`config.mk`:
```
export PLATFORM = sky130hd
export DESIGN_NAME = commit_trace_buffer_flat
export DESIGN_NICKNAME = d
export VERILOG_FILES = /design/src/rtl/commit_trace_buffer_if.sv /design/src/rtl/commit_trace_buffer.sv /design/src/flat_wrapper.sv
export SDC_FILE = /design/constraint.sdc
export NUM_CORES = 2
export LEC_CHECK = 0
export ABC_AREA = 1
export BUFFER_PORTS_ARGS = -buffer_cell sky130_fd_sc_hd__buf_4
export CAP_MARGIN = 15
export CORE_MARGIN = 2
export CORE_UTILIZATION = 60
export DETAILED_ROUTE_END_ITERATION = 16
export PLACE_DENSITY = 0.78
export SETUP_SLACK_MARGIN = 0.3
export SLEW_MARGIN = 0
export SYNTH_ARGS = -nofsm -noshare
export SYNTH_HDL_FRONTEND = slang
export SYNTH_SLANG_ARGS = --single-unit
```
`constraint.sdc`:
```
create_clock -name clk -period 8.3 [get_ports clk]
set_input_delay 1.66 -clock clk [delete_from_list [all_inputs] [get_ports clk]]
set_output_delay 1.66 -clock clk [all_outputs]
set_load 0.05 [all_outputs]
```
`src/rtl/commit_trace_buffer_if.sv`:
```
// Bundle between the core commit tap / debug consumer and the trace buffer.
// slave is the buffer's view; master is the driver/consumer side.
interface commit_trace_buffer_if #(
  parameter int XLEN  = 32,
  parameter int DEPTH = 16,
  localparam int AW   = $clog2(DEPTH)
);
  logic            in_valid;
  logic [XLEN-1:0] in_pc;
  logic [31:0]     in_instr;
  logic [XLEN-1:0] in_alu;
  logic [XLEN-1:0] in_wdata;
  logic            in_regwrite;
  logic            in_branch;
  logic            arm;
  logic            abort;
  logic [1:0]      trig_mode;
  logic [XLEN-1:0] trig_pc;
  logic            ext_trig;
  logic [AW:0]     post_count;
  logic            out_ready;
  logic            out_valid;
  logic [XLEN-1:0] out_pc;
  logic [31:0]     out_instr;
  logic [XLEN-1:0] out_alu;
  logic [XLEN-1:0] out_wdata;
  logic            out_regwrite;
  logic            out_branch;
  logic            out_last;
  logic [1:0]      state;
  logic            triggered;
  logic [AW:0]     fill_count;

  modport slave (
    input  in_valid, in_pc, in_instr, in_alu, in_wdata, in_regwrite, in_branch,
           arm, abort, trig_mode, trig_pc, ext_trig, post_count, out_ready,
    output out_valid, out_pc, out_instr, out_alu, out_wdata, out_regwrite,
           out_branch, out_last, state, triggered, fill_count
  );
  modport master (
    output in_valid, in_pc, in_instr, in_alu, in_wdata, in_regwrite, in_branch,
           arm, abort, trig_mode, trig_pc, ext_trig, post_count, out_ready,
    input  out_valid, out_pc, out_instr, out_alu, out_wdata, out_regwrite,
           out_branch, out_last, state, triggered, fill_count
  );
endinterface

```
`src/rtl/commit_trace_buffer.sv`:
```
// Circular commit-trace capture: records samples until trigger + post count,
// then drains the frozen window oldest-first over a valid/ready stream.
module commit_trace_buffer #(
  parameter int XLEN  = 32,
  parameter int DEPTH = 16,
  localparam int AW   = $clog2(DEPTH)
) (
  input  logic clk,
  input  logic rst_n,
  commit_trace_buffer_if.slave bus
);
  typedef enum logic [1:0] {S_IDLE = 2'd0, S_PRE = 2'd1, S_POST = 2'd2, S_DRAIN = 2'd3} state_e;

  typedef struct packed {
    logic [XLEN-1:0] pc;
    logic [31:0]     instr;
    logic [XLEN-1:0] alu;
    logic [XLEN-1:0] wdata;
    logic            regwrite;
    logic            branch;
  } entry_t;

  localparam logic [AW:0]   FILL_ONE  = {{AW{1'b0}}, 1'b1};
  localparam logic [AW:0]   FILL_FULL = {1'b1, {AW{1'b0}}};
  localparam logic [AW-1:0] PTR_ONE   = {{(AW-1){1'b0}}, 1'b1};

  entry_t          mem [DEPTH];
  state_e          st, st_nxt;
  logic [1:0]      mode_q;
  logic [XLEN-1:0] tpc_q;
  logic [AW:0]     post_q, post_left, fill;
  logic [AW-1:0]   wr_ptr, rd_ptr;
  logic            trig_q;
  logic            wr_en, hit, xfer, ovalid;
  entry_t          rd_e;

  always_comb begin
    unique case (mode_q)
      2'd0:    hit = 1'b1;
      2'd1:    hit = (bus.in_pc == tpc_q);
      2'd2:    hit = bus.in_branch;
      default: hit = bus.ext_trig;
    endcase
  end

  assign wr_en  = !bus.abort && bus.in_valid && (st == S_PRE || st == S_POST);
  assign ovalid = (st == S_DRAIN) && (fill != '0);
  assign xfer   = !bus.abort && ovalid && bus.out_ready;
  // Oldest entry sits fill_count slots behind the write pointer; a full
  // buffer wraps to wr_ptr itself.
  assign rd_ptr = wr_ptr - fill[AW-1:0];

  always_ff @(posedge clk or negedge rst_n) begin
    if (!rst_n) st <= S_IDLE;
    else        st <= st_nxt;
  end

  always_comb begin
    st_nxt = st;
    if (bus.abort) st_nxt = S_IDLE;
    else begin
      unique case (st)
        S_IDLE:  if (bus.arm) st_nxt = S_PRE;
        S_PRE:   if (wr_en && hit) st_nxt = (post_q == '0) ? S_DRAIN : S_POST;
        S_POST:  if (wr_en && post_left == FILL_ONE) st_nxt = S_DRAIN;
        default: if (fill == '0 || (xfer && fill == FILL_ONE)) st_nxt = S_IDLE;
      endcase
    end
  end

  always_ff @(posedge clk or negedge rst_n) begin
    if (!rst_n) begin
      mode_q    <= '0;
      tpc_q     <= '0;
      post_q    <= '0;
      post_left <= '0;
      fill      <= '0;
      wr_ptr    <= '0;
      trig_q    <= 1'b0;
    end else if (bus.abort) begin
      fill <= '0;
    end else begin
      if (st == S_IDLE && bus.arm) begin
        mode_q <= bus.trig_mode;
        tpc_q  <= bus.trig_pc;
        post_q <= bus.post_count;
        wr_ptr <= '0;
        fill   <= '0;
        trig_q <= 1'b0;
      end
      if (wr_en) begin
        wr_ptr <= wr_ptr + PTR_ONE;
        if (fill != FILL_FULL) fill <= fill + FILL_ONE;
      end
      if (st == S_PRE && wr_en && hit) begin
        trig_q    <= 1'b1;
        post_left <= post_q;
      end
      if (st == S_POST && wr_en) post_left <= post_left - FILL_ONE;
      if (xfer) fill <= fill - FILL_ONE;
    end
  end

  // Storage needs no reset: nothing is read until it has been written.
  always_ff @(posedge clk) begin
    if (wr_en)
      mem[wr_ptr] <= '{pc: bus.in_pc, instr: bus.in_instr, alu: bus.in_alu,
                       wdata: bus.in_wdata, regwrite: bus.in_regwrite,
                       branch: bus.in_branch};
  end

  assign rd_e = ovalid ? mem[rd_ptr] : '0;

  assign bus.out_valid    = ovalid;
  assign bus.out_pc       = rd_e.pc;
  assign bus.out_instr    = rd_e.instr;
  assign bus.out_alu      = rd_e.alu;
  assign bus.out_wdata    = rd_e.wdata;
  assign bus.out_regwrite = rd_e.regwrite;
  assign bus.out_branch   = rd_e.branch;
  assign bus.out_last     = ovalid && (fill == FILL_ONE);
  assign bus.state        = st;
  assign bus.triggered    = trig_q;
  assign bus.fill_count   = fill;
endmodule

```
`src/flat_wrapper.sv`:
```
// flat-port wrapper written by rule: the top's interface ports become plain ports
module commit_trace_buffer_flat 
#(
  parameter int XLEN  = 32,
  parameter int DEPTH = 16,
  localparam int AW   = $clog2(DEPTH)
)
  (clk, rst_n, bus_in_valid, bus_in_pc, bus_in_instr, bus_in_alu, bus_in_wdata, bus_in_regwrite, bus_in_branch, bus_arm, bus_abort, bus_trig_mode, bus_trig_pc, bus_ext_trig, bus_post_count, bus_out_ready, bus_out_valid, bus_out_pc, bus_out_instr, bus_out_alu, bus_out_wdata, bus_out_regwrite, bus_out_branch, bus_out_last, bus_state, bus_triggered, bus_fill_count);
  commit_trace_buffer_if #(.XLEN(XLEN), .DEPTH(DEPTH)) bus_i ();
  input  logic clk;
  input  logic rst_n;
  input wire logic [$bits(bus_i.in_valid)-1:0] bus_in_valid;
  input wire logic [$bits(bus_i.in_pc)-1:0] bus_in_pc;
  input wire logic [$bits(bus_i.in_instr)-1:0] bus_in_instr;
  input wire logic [$bits(bus_i.in_alu)-1:0] bus_in_alu;
  input wire logic [$bits(bus_i.in_wdata)-1:0] bus_in_wdata;
  input wire logic [$bits(bus_i.in_regwrite)-1:0] bus_in_regwrite;
  input wire logic [$bits(bus_i.in_branch)-1:0] bus_in_branch;
  input wire logic [$bits(bus_i.arm)-1:0] bus_arm;
  input wire logic [$bits(bus_i.abort)-1:0] bus_abort;
  input wire logic [$bits(bus_i.trig_mode)-1:0] bus_trig_mode;
  input wire logic [$bits(bus_i.trig_pc)-1:0] bus_trig_pc;
  input wire logic [$bits(bus_i.ext_trig)-1:0] bus_ext_trig;
  input wire logic [$bits(bus_i.post_count)-1:0] bus_post_count;
  input wire logic [$bits(bus_i.out_ready)-1:0] bus_out_ready;
  output wire logic [$bits(bus_i.out_valid)-1:0] bus_out_valid;
  output wire logic [$bits(bus_i.out_pc)-1:0] bus_out_pc;
  output wire logic [$bits(bus_i.out_instr)-1:0] bus_out_instr;
  output wire logic [$bits(bus_i.out_alu)-1:0] bus_out_alu;
  output wire logic [$bits(bus_i.out_wdata)-1:0] bus_out_wdata;
  output wire logic [$bits(bus_i.out_regwrite)-1:0] bus_out_regwrite;
  output wire logic [$bits(bus_i.out_branch)-1:0] bus_out_branch;
  output wire logic [$bits(bus_i.out_last)-1:0] bus_out_last;
  output wire logic [$bits(bus_i.state)-1:0] bus_state;
  output wire logic [$bits(bus_i.triggered)-1:0] bus_triggered;
  output wire logic [$bits(bus_i.fill_count)-1:0] bus_fill_count;
  assign bus_i.in_valid = bus_in_valid;
  assign bus_i.in_pc = bus_in_pc;
  assign bus_i.in_instr = bus_in_instr;
  assign bus_i.in_alu = bus_in_alu;
  assign bus_i.in_wdata = bus_in_wdata;
  assign bus_i.in_regwrite = bus_in_regwrite;
  assign bus_i.in_branch = bus_in_branch;
  assign bus_i.arm = bus_arm;
  assign bus_i.abort = bus_abort;
  assign bus_i.trig_mode = bus_trig_mode;
  assign bus_i.trig_pc = bus_trig_pc;
  assign bus_i.ext_trig = bus_ext_trig;
  assign bus_i.post_count = bus_post_count;
  assign bus_i.out_ready = bus_out_ready;
  assign bus_out_valid = bus_i.out_valid;
  assign bus_out_pc = bus_i.out_pc;
  assign bus_out_instr = bus_i.out_instr;
  assign bus_out_alu = bus_i.out_alu;
  assign bus_out_wdata = bus_i.out_wdata;
  assign bus_out_regwrite = bus_i.out_regwrite;
  assign bus_out_branch = bus_i.out_branch;
  assign bus_out_last = bus_i.out_last;
  assign bus_state = bus_i.state;
  assign bus_triggered = bus_i.triggered;
  assign bus_fill_count = bus_i.fill_count;
  commit_trace_buffer #(.XLEN(XLEN), .DEPTH(DEPTH)) u_core (.clk(clk), .rst_n(rst_n), .bus(bus_i));
endmodule
```
==> results by group <==
Critical path
  • CP Capture Type: output port
  • Crit Path Category: flop to output port
  • Worst endpoint data arrival time: 5.82 ns
  • CP Launch Type: flop
  • Worst Path Required: 6.64 ns
  • Worst-path fanout max: 137

Floorplan
  • Total I/O pin count: 316
  • Core area: 139,000 um2
  • Die area: 143,000 um2
  • Core Rows: 137
  • Die width: 379 um
  • Initial Util: 60.4%
  • Height of the chip: 379 um

Pwr
  • Cell internal pwr: 20.6 mW
  • Sequential power share: 37.9%
  • Power Total: 32.3 mW
  • Sw Pwr: 11.6 mW
  • Switching part of the total: 36.1%
  • Clock power frac: 27.8%
  • Logic gate share of total power: 34.3%
  • Peak VDD IR: 0.415 mV
  • Leak: 31.4 nW
  • Pwr Density: 341 nW/um2

Placement
  • RePlAce Congestion: 0.823
  • Final HPWL from detailed placement: 101 mm
  • Post-DP Area: 88,100 um2
  • Number of buffers inserted by port buffering: 315

Synthesis
  • Seq/Total Area, Yosys: 75.8%
  • Avg Inst Size Synth: 13.5 um2
  • Post-synth top area cell: edfxtp_1
  • Synthesis-stage register bit count: 2,136
  • Largest cells by area after synthesis: edfxtp_1 74%, nand2_1 6.0%, a21oi_1 3.9%
  • Distinct cells, synth: 37
  • Post-synth top flop: edfxtp_1
  • Post-synth EDFFs: 2,080
  • Yosys warns: 0
  • Post-synth ARST share: 2.62%
  • Post-synthesis cell area: 84,200 um2
  • Syn Inst Count: 6,218
  • Syn nets: 6,412
  • Yosys top cell area share: 74.1%

Clock tree
  • Clock Latency Late Sink: 0.83 ns
  • Clock Path Buffers: 3
  • Root Buffer Master: clkbuf_16
  • Reg clk slew, reported paths: 0.06 ns
  • CTS tree: built
  • Hold_buf cts: 0
  • Total number of H-tree levels: 4
  • TritonCTS Buffers: 202
  • Cts repair resizes: 0
  • Postcts setup bufs: 0
  • # clock sinks: 2,136

Routing
  • Vias: 54.8k
  • Remaining DRCs: 0
  • Vias/cell: 6.51
  • Antenna viol nets, final: 0
  • DR pass1 iterations: 6
  • WL/cell: 26.1 um
  • DR iter-0 viols: 7,987
  • DRT Wirelength: 219 mm

Timing
  • Endpoints failing hold: 0
  • Final Max Slew Viols: 0
  • Unrepaired setup endpoints after global routing: no
  • Final-report setup violation count: 0
  • Max_slew headroom: 14.7%
  • Final min period: 7.48 ns
  • Skew final: 0.0335 ns
  • Peak Freq: 134 MHz
  • Fin Setup TNS: 0 ns
  • Tcrit/Tclk final: 90.1%
  • Worst-Margin Slew: 1.28 ns

Outcome
  • Outcome: complete, no violations

Global routing
  • Gr ovfl total: 0
  • Largest net degree at the start of global routing: 248
  • GRT Resource Usage Total: 30.2%
  • Vias in the first global route: 52.9k
  • First-pass GRT wire length: 322 mm
  • Initial antenna violation count: 21

Finish
  • Multi-input logic area: 18,500 um2
  • Fin util: 67.9%
  • Share of cells above drive strength 1: 10.6%
  • Sequential standard cell area: 63,900 um2
  • Final Cell Area: 94,600 um2
  • Fillers: 9,117
  • Syn-to-layout area delta: 12.3%
  • Most common cell after layout, fill and taps aside: edfxtp_1
  • Nets: 6,545
  • Commonest cells after routing, fill and taps aside: 2,080 x edfxtp_1, 1,345 x nand2_1, 662 x a21oi_1

Worst hold path
  • Hold crit path type: flop to flop

Run
  • Max-Cap Viols: 0
[power groups by stage]
stage,Sequential [mW],Combinational (mW),Clock (mW)
floorplan,12.5,7.92,0
global placement,12.5,10.4,0
detailed placement,12.5,10.8,0
CTS,12.2,10.9,9.01
global route,12.3,12.0,9.44
finish,12.2,11.1,8.97
[stage by stage]
| stage | hold slack [ns] | cells | worst slack (ns) |
|---|---|---|---|
| final | 0.494 | 8410 | 0.820 |
| after global routing | 0.519 | 8404 | 0.777 |
| after CTS | 0.494 | 8393 | 1.00 |
| after detailed placement | 0.479 | 8022 | 1.92 |
| after global placement | 0.474 | 8022 | 1.92 |
| after floorplan | 0.463 | 6218 | -0.114 |
[flip-flops by register name (all words and copies together), names as in the netlist]
register,cells
u_core.post_left,5
u_core.wr_ptr,4
u_core.mode_q,2
u_core.post_q,5
u_core.tpc_q,32
u_core.bus.state,2
u_core.mem,2080
u_core.bus.fill_count,5
u_core.bus.triggered,1
[critical path: stages (launching register included)]
cell,delay (ns)
dfrtp_1,0.39
inv_1,0.13
ha_4,0.18
fa_4,1.26
buf_12,0.52
buf_4,0.77
a21oi_1,0.10
a221oi_1,0.30
o31ai_1,0.12
nor2_1,0.46
buf_4,0.30
[layer usage]
layer	routed length (um)	global-route usage (%)	part of all wire [%]	vias up
met2	104000	47.5	48	3592
met3	25700	6.15	12	525
li1	-	-	-	23666
met5	122	0	0.056	-
met1	81600	41.6	37	26951
met4	7660	12.0	3.5	18
[cells by family after synthesis]
family / share of synthesized area, %
flip-flops: 75.8
AND/OR/NAND/NOR: 8.42
AO/OA/AOI/OAI: 12.7
buffers and inverters: 2.46
XOR/XNOR: 0.383
adder cells (fa/ha/maj): 0.276
[synth_stat cells (7+ instances only)]
master    number
nand2_1     1345
nor2_1       447
a221oi_1     158
nand3_1       17
buf_1         60
a32o_1       185
inv_1         38
o21ai_1       15
o22ai_1       62
edfxtp_1    2080
xor2_1         7
ha_1          17
a32oi_1       38
clkbuf_1     267
inv_2          8
buf_2        123
o21ai_0      351
dfrtp_1       56
a21oi_1      662
a211oi_1      59
xnor2_1       28
o31ai_1       55
a221o_1       26
o221ai_1      46
nor3_1        46
[cell type report]
cell class                 instances  share of cell area [%]
clock buffer                     279                    5.84
antenna                           16                  0.0423
inverter                          46                   0.217
multi-input combinational       3580                    19.6
tap                             1876                    2.48
sequential                      2136                    67.5
clock inverter                    92                   0.926
timing repair buffer             385                    3.42
[final timing paths]
path                                        to  depth (start not counted)           startpoint  slack [ns]
setup / recovery             bus_out_wdata[16]                         10     u_core.wr_ptr[0]        0.82
hold / removal                u_core.tpc_q[28]                          2     u_core.tpc_q[28]        0.49
setup reg to reg             u_core.mem[7][15]                          7  u_core.bus.state[0]        4.47
hold reg to reg               u_core.tpc_q[28]                          2     u_core.tpc_q[28]        0.49
max in group asynchronous      u_core.tpc_q[3]                          1                rst_n        6.82
min in group asynchronous  u_core.bus.state[1]                          1                rst_n        0.92
(Power assumes the default switching activity.)
